### src/rtl/cic_pkg.sv
// rtl/cic_pkg.sv - shared constants, width helper and FSM states for the CIC interpolator
package cic_pkg;

  localparam int CIC_N   = 3;
  localparam int CIC_R   = 16;
  localparam int CIC_WIN = 16;

  typedef enum logic {IDLE, RUN} cic_state_t;

  // Bit growth of an N-stage interpolator at ratio R beyond the input width
  function automatic int cic_guard_bits(input int n, input int r);
    return (n - 1) * $clog2(r);
  endfunction

endpackage

### src/rtl/cic_int_stage.sv
// rtl/cic_int_stage.sv - one wrap-around integrator stage of the CIC interpolator
module cic_int_stage #(
  parameter int W = 24
) (
  input  logic         clk,
  input  logic         rst,
  input  logic         en,
  input  logic [W-1:0] din,
  output logic [W-1:0] acc
);

  // Accumulate modulo 2^W while enabled; async clear drops all history
  always_ff @(posedge clk or negedge rst) begin
    if (!rst) acc <= '0;
    else if (en) acc <= acc + din;
  end

endmodule

### src/rtl/cic_interp.sv
// rtl/cic_interp.sv - N-stage CIC interpolator, ratio R, one output sample per clock
module cic_interp
  import cic_pkg::*;
#(
  parameter int Win  = CIC_WIN,
  parameter int N    = CIC_N,
  parameter int R    = CIC_R,
  parameter int Wg   = cic_guard_bits(CIC_N, CIC_R),
  parameter int Wout = 16
) (
  input  logic                     clk,
  input  logic                     rst,
  input  logic signed [Win-1:0]    i_data,
  input  logic                     val_in,
  output logic                     rdy_out,
  output logic                     val_out,
  output logic signed [Win+Wg-1:0] o_data,
  output logic signed [Wout-1:0]   o_data_trunc,
  output logic                     underflow
);

  localparam int W  = Win + Wg;
  localparam int PW = $clog2(R);

  cic_state_t          state;
  logic [PW-1:0]       ph;
  logic [PW-1:0]       ph_next;
  logic                slot;
  logic [W-1:0]        x;
  logic [N:0][W-1:0]   c;
  logic [N-1:0][W-1:0] d;
  logic [W-1:0]        creg;
  logic [W-1:0]        u;
  logic                run;
  logic [W-1:0]        stage_in  [N];
  logic [W-1:0]        stage_acc [N];

  // A slot is the IDLE->RUN transfer or any RUN cycle that offers rdy_out;
  // a missing sample in RUN is treated as zero rather than stalling the DAC path
  assign slot    = (state == IDLE) ? (rdy_out && val_in) : rdy_out;
  assign x       = val_in ? {{Wg{i_data[Win-1]}}, i_data} : '0;
  assign ph_next = ph + PW'(1);
  assign run     = (state == RUN);

  // Comb cascade at the low rate, M=1: each stage subtracts its previous-slot input
  always_comb begin
    c    = '0;
    c[0] = x;
    for (int k = 1; k <= N; k++) begin
      c[k] = c[k-1] - d[k-1];
    end
  end

  // Control FSM plus rate-gated comb delays and the comb output register
  always_ff @(posedge clk or negedge rst) begin
    if (!rst) begin
      state     <= IDLE;
      ph        <= '0;
      rdy_out   <= 1'b0;
      val_out   <= 1'b0;
      underflow <= 1'b0;
      creg      <= '0;
      d         <= '0;
    end else begin
      if (slot) begin
        creg <= c[N];
        d    <= c[N-1:0];
      end
      case (state)
        IDLE: begin
          if (slot) begin
            state   <= RUN;
            ph      <= '0;
            rdy_out <= 1'b0;
            val_out <= 1'b1;
          end else begin
            rdy_out <= 1'b1;
          end
        end
        RUN: begin
          ph      <= ph_next;
          rdy_out <= (ph_next == PW'(R - 1));
          val_out <= 1'b1;
          if (rdy_out && !val_in) underflow <= 1'b1;
        end
        default: state <= IDLE;
      endcase
    end
  end

  // Zero-stuffing: the comb result enters the integrators once per R cycles
  assign u = (run && ph == '0) ? creg : '0;

  for (genvar k = 0; k < N; k++) begin : g_int
    if (k == 0) begin : g_first
      assign stage_in[k] = u;
    end else begin : g_rest
      assign stage_in[k] = stage_acc[k-1];
    end
    cic_int_stage #(.W(W)) u_int (
      .clk (clk),
      .rst (rst),
      .en  (run),
      .din (stage_in[k]),
      .acc (stage_acc[k])
    );
  end

  // Output register adds the final cycle of the fixed N+1 latency
  always_ff @(posedge clk or negedge rst) begin
    if (!rst) o_data <= '0;
    else      o_data <= stage_acc[N-1];
  end

  assign o_data_trunc = o_data[W-1 -: Wout];

endmodule

### config.mk
export PLATFORM = sky130hd
export DESIGN_NAME = cic_interp
export DESIGN_NICKNAME = d
export VERILOG_FILES = /design/src/rtl/cic_pkg.sv /design/src/rtl/cic_int_stage.sv /design/src/rtl/cic_interp.sv
export SDC_FILE = /design/constraint.sdc
export NUM_CORES = 1
export LEC_CHECK = 0
export ABC_AREA = 0
export CAP_MARGIN = 0
export CORE_MARGIN = 5
export CORE_UTILIZATION = 45
export CTS_CLUSTER_DIAMETER = 40
export DETAILED_ROUTE_END_ITERATION = 10
export PLACE_DENSITY_LB_ADDON = 0.2
export SLEW_MARGIN = 20
export SYNTH_ARGS = -nofsm -noshare
export SYNTH_HDL_FRONTEND = slang
export SYNTH_SLANG_ARGS = --single-unit
### constraint.sdc
create_clock -name clk -period 7.8 [get_ports clk]
set_clock_uncertainty 0.05 [all_clocks]
set_input_delay 1.56 -clock clk [delete_from_list [all_inputs] [get_ports clk]]
set_output_delay 1.56 -clock clk [all_outputs]
set_load 0.02 [all_outputs]
==> results.sh, run 1 <==
export IMPL_cp_slowest_cell="clkdlybuf4s50_1"
export IMPL_rr_startpoint="d[0]"
export IMPL_tritoncts="done"
export IMPL_maxCapViolCount=0
export IMPL_io_pins=62
export IMPL_overflow=0
export IMPL_die_x_um=183
export IMPL_synth_distinct_cells=80
export IMPL_multiInputGateArea_um2=8000
export IMPL_syn_inst=1440
export IMPL_nNetsFinal=1657
export IMPL_coreArea_um2=29600
export IMPL_synth_net_count=1599
export IMPL_drc=0
export IMPL_netlist_area_um2=13400
export IMPL_endpoint="creg[23]"
export IMPL_holdWs_ns=0.353
export IMPL_diodes=0
export IMPL_numCtsBuffers=17
export IMPL_fp_row_count=63
export IMPL_startpoint_type="input pin"
export IMPL_cp_startpoint="val_in"
export IMPL_cts_buffer_depth=2
export IMPL_die_h_um=183
export IMPL_path_class="in -> reg"
export IMPL_crit_path_max_fanout=20
export IMPL_final_antenna_net_count=0
export IMPL_vias_per_cell=5.21
export IMPL_ys_warn_count=0
export IMPL_cp_data_required_time_ns=8.05
export IMPL_vias=9900
export IMPL_syn2layout_area_growth_pct=12.7
export IMPL_end_kind="flip-flop"
export IMPL_finalCriticalPeriod_ns=7.31
export IMPL_worst_slew_pin_transition_ns=0.850
export IMPL_grt_setup_unrepaired="false"
export IMPL_cts_sinks=192
export IMPL_root_buffer="clkbuf_16"
export IMPL_setup_tns_ns=0
export IMPL_grt_max_degree=76
export IMPL_slew_headroom=0.433
export IMPL_fin_area_um2=15100
export IMPL_async_flop_share=1.00
export IMPL_port_buffers=61
export IMPL_drt_total_wl_um=24600
export IMPL_wl_per_cell_um=12.9
export IMPL_initial_utilization=0.454
export IMPL_max_freq_mhz=137
export IMPL_finalCritPeriodShare=0.937
export IMPL_slowest_delay_ns=0.51
export IMPL_hold_class="reg -> reg"
export IMPL_hpwl_um=18200
export IMPL_reg2reg_slack_ns=1.98
export IMPL_ys_seq_elements=192
export IMPL_status="finished clean"
export IMPL_finalSetupViolCount=0
export IMPL_fill_cells=2757
export IMPL_reg2reg_depth=28
export IMPL_placed_cell_area_um2=14500
export IMPL_seqCellArea_um2=4810
export IMPL_die_area_um2=33400
export IMPL_routabilityCongestion=0.851
export IMPL_antenna_found_initial=0
export IMPL_clk_latency_ns=0.44
export IMPL_synth_top_flop_cell="dfrtp_1"
export IMPL_hold_viol=0
export IMPL_avgSynthCellArea_um2=9.33
export IMPL_seq_area_frac_synth=0.358
export IMPL_mostFrequentLayoutCells="dfrtp_1, ha_1, nand2_1"
export IMPL_arrival_ns=7.56
export IMPL_rr_endpoint="creg[23]"
export IMPL_synth_edf_count=0
export IMPL_grt_pass1_vias=9943
export IMPL_cts_hold_buffers=0
export IMPL_grt_pass1_wl_um=44400
export IMPL_slew_violations=0
export IMPL_track_usage=0.154
export IMPL_drtPass1Iterations=4
export IMPL_path_clk_slew_ns=0.07
export IMPL_drtIter0Drc=243
export IMPL_layout_commonest_cell="dfrtp_1"
export IMPL_htreeDepth=4
export IMPL_postLayoutCoreUtil=0.512
export IMPL_layout_drive_gt1_share=0.108
[synth_stat cells (21+ instances only)]
cell,count,area (µm²)
a21o_1,38,285
a21oi_1,90,450
and2_1,42,263
clkbuf_1,30,113
dfrtp_1,192,4800
ha_1,134,1680
inv_1,109,409
mux2_2,63,709
nand2_1,123,462
nand2b_1,22,138
nand3_1,21,105
nor2_1,85,319
nor3_1,22,110
o21a_1,22,165
o21ai_0,104,521
xnor2_1,68,596
xor2_1,32,280
[how the worst min path moves through the flow]
stage                            from  depth (start not counted)    endpoint
2_1_floorplan  g_int[2].u_int.acc[22]                          0  o_data[22]
3_3_place_gp    g_int[2].u_int.acc[0]                          0   o_data[0]
3_5_place_dp    g_int[2].u_int.acc[0]                          0   o_data[0]
4_1_cts         g_int[2].u_int.acc[0]                          0   o_data[0]
5_1_grt        g_int[2].u_int.acc[23]                          0  o_data[23]
6_report       g_int[2].u_int.acc[23]                          0  o_data[23]
[sequential cells by signal, summed over array words and instances (netlist names), 4 cells and up]
register / cells
g_int.u_int.acc: 72
d: 64
creg: 24
o_data: 24
ph: 4
[routing by layer]
layer | routed length [µm] | part of all wire | track usage | up-vias
met5 | 0 | 0 | 0 | -
li1 | - | - | - | 5195
met1 | 11900 | 0.48 | 0.193 | 4568
met3 | 666 | 0.027 | 0.0236 | 25
met4 | 250 | 0.010 | 0.0354 | 0
met2 | 11700 | 0.48 | 0.280 | 112
[cell type report]
type / count / area share
multi-input combinational: 1089 / 0.529
timing repair buffer: 89 / 0.0553
clock buffer: 17 / 0.0281
clock inverter: 15 / 0.0112
tap: 390 / 0.0322
sequential: 192 / 0.318
inverter: 109 / 0.0270
[kinds of logic after synthesis]
| kind of cell | Yosys count | share of synthesized area |
|---|---|---|
| AOI/OAI and AO/OA | 391 | 0.192 |
| xor gates and xnor gates | 100 | 0.0652 |
| adders and majority gates | 140 | 0.134 |
| buffers and inverters | 159 | 0.0489 |
| DFF | 192 | 0.358 |
| muxes | 71 | 0.0588 |
| and+or+nand+nor | 387 | 0.143 |
[metrics by stage]
stage | instances | setup slack, ns
6_report | 1901 | 0.492
4_1_cts | 1899 | 0.314
2_1_floorplan | 1440 | 0.562
3_3_place_gp | 1867 | 0.0938
5_1_grt | 1901 | 0.00215
3_5_place_dp | 1867 | -0.152
[repair_timing]
action / CTS / global route
setup buffers: 0 / 2
gates resized for setup: 0 / 4
setup endpoints to repair: 0 / 2
[critical path, delay by kind of cell]
kind            cells  cell delay (ns)
simple gates        6             0.93
fa+ha+maj           4             1.24
xor+xnor            3             0.58
compound gates     15             2.41
buf+inv             3             0.80
Power of run 1 is not shown: default switching activity piles up to over one toggle a cycle in this logic, so the estimate is an artifact.
==> run 2: changes to the inputs <==
DONT_BUFFER_PORTS = 1   (was unset)
PLACE_DENSITY_LB_ADDON = 0.3   (was 0.2)
==> run 2 against run 1 <==
Net effect:
- non-clock buffer count decreased by 85
- critical path depth decreased by 2
- sequential share of layout area increased by 1.9 points
- global-route usage decreased by 0.41 points
- first-iteration DRC count increased by 47%
- critical endpoint unchanged
- highest routed layer unchanged
==> results.sh, run 2 (same netlist as run 1, synthesis figures left out) <==
export IMPL_grt_setup_unrepaired="false"
export IMPL_initial_utilization=0.454
export IMPL_dp_slack_ns=0.399
export IMPL_die_h_um=183
export IMPL_status="finished clean"
export IMPL_hold_viol=0
export IMPL_hpwl_um=17500
export IMPL_path_class="in -> reg"
export IMPL_rr_startpoint="d[0]"
export IMPL_overflow=0
export IMPL_crit_family="compound AO/OA/AOI/OAI gates"
export IMPL_maxCapViolCount=0
export IMPL_antenna_found_initial=0
export IMPL_vias=9608
export IMPL_drtIter0Drc=358
export IMPL_wl_per_cell_um=13.3
export IMPL_port_buffers=0
export IMPL_layout_commonest_cell="dfrtp_1"
export IMPL_slew_violations=0
export IMPL_max_freq_mhz=142
export IMPL_finalCriticalPeriod_ns=7.03
export IMPL_cts_buffer_depth=2
export IMPL_coreArea_um2=29600
export IMPL_routabilityCongestion=0.847
export IMPL_path_buf_inv=1
export IMPL_fp_row_count=63
export IMPL_track_usage=0.150
export IMPL_min_delay_start="g_int[2].u_int.acc[23]"
export IMPL_nNetsFinal=1572
export IMPL_final_antenna_net_count=0
export IMPL_regMostFlops="g_int.u_int.acc"
export IMPL_mostFrequentLayoutCells="dfrtp_1, ha_1, nand2_1"
export IMPL_syn2layout_area_growth_pct=6.52
export IMPL_setup_tns_ns=0
export IMPL_crit_path_max_fanout=20
export IMPL_root_buffer="clkbuf_16"
export IMPL_finalSetupViolCount=0
export IMPL_numCtsBuffers=17
export IMPL_worst_slew_pin_transition_ns=1.08
export IMPL_slew_headroom=0.278
export IMPL_slowest_delay_ns=0.45
export IMPL_cp_slowest_cell="fa_1"
export IMPL_postCtsSetupBuffers=0
export IMPL_cts_hold_buffers=0
export IMPL_grt_max_degree=193
export IMPL_diodes=0
export IMPL_tritoncts="done"
export IMPL_layout_drive_gt1_share=0.0947
export IMPL_die_area_um2=33400
export IMPL_cp_startpoint="val_in"
export IMPL_drt_total_wl_um=24100
export IMPL_htreeDepth=4
export IMPL_die_x_um=183
export IMPL_cts_sinks=192
export IMPL_largest_register_ffs=72
export IMPL_end_kind="flip-flop"
export IMPL_io_pins=62
export IMPL_fill_cells=2770
export IMPL_vias_per_cell=5.29
export IMPL_biggestRegsByFlops="g_int.u_int.acc x72, d x64"
export IMPL_cp_data_required_time_ns=8.07
export IMPL_worst_slack_ns=0.767
export IMPL_path_clk_slew_ns=0.08
export IMPL_grt_pass1_wl_um=43400
export IMPL_hold_class="reg -> reg"
export IMPL_finalCritPeriodShare=0.902
export IMPL_cts_resized=0
export IMPL_grt_pass1_vias=9543
export IMPL_drtPass1Iterations=5
export IMPL_arrival_ns=7.30
export IMPL_startpoint_type="input pin"
export IMPL_clk_latency_ns=0.44
export IMPL_drc=0
## run 2: through the flow
stage          instance area, µm²   util  hold WS [ns]  instances
3_3_place_gp                13700  0.464         0.334       1784
6_report                    14300  0.484         0.354       1816
5_1_grt                     14300  0.484         0.370       1816
3_5_place_dp                13700  0.464         0.337       1784
2_1_floorplan               13400      -         0.323       1440
4_1_cts                     14300  0.484         0.355       1816
## run 2: path summary, 6_finish.rpt
kind / end / slack [ns] / cells after the start
setup / recovery: creg[23] / 0.77 / 29
hold / removal: o_data[23] / 0.35 / 0
setup reg to reg: creg[23] / 1.57 / 28
hold reg to reg: o_data[23] / 0.35 / 0
max in group asynchronous: run / 6.66 / 0
min in group asynchronous: o_data[2] / 0.76 / 0
## run 2: cell type report
cell class | instances | area (µm²) | area share
Timing Repair Buffer | 4 | 30.0 | 0.00210
Tap cell | 390 | 488 | 0.0341
Clock buffer | 18 | 439 | 0.0307
Inverter | 109 | 409 | 0.0286
Sequential cell | 192 | 4810 | 0.336
Clock inverter | 14 | 144 | 0.0101
Multi-Input combinational cell | 1089 | 7990 | 0.558
## run 2: layer usage
metal | up-vias | global-route usage | part of all wire | wire length, µm
met2 | 97 | 0.257 | 0.47 | 11300
met1 | 4475 | 0.201 | 0.50 | 12100
met3 | 13 | 0.0258 | 0.025 | 599
li1 | 5023 | - | - | -
met5 | - | 0 | 0 | 0
met4 | 0 | 0.0312 | 0.0072 | 174
Power of run 2 is left out for the same reason.
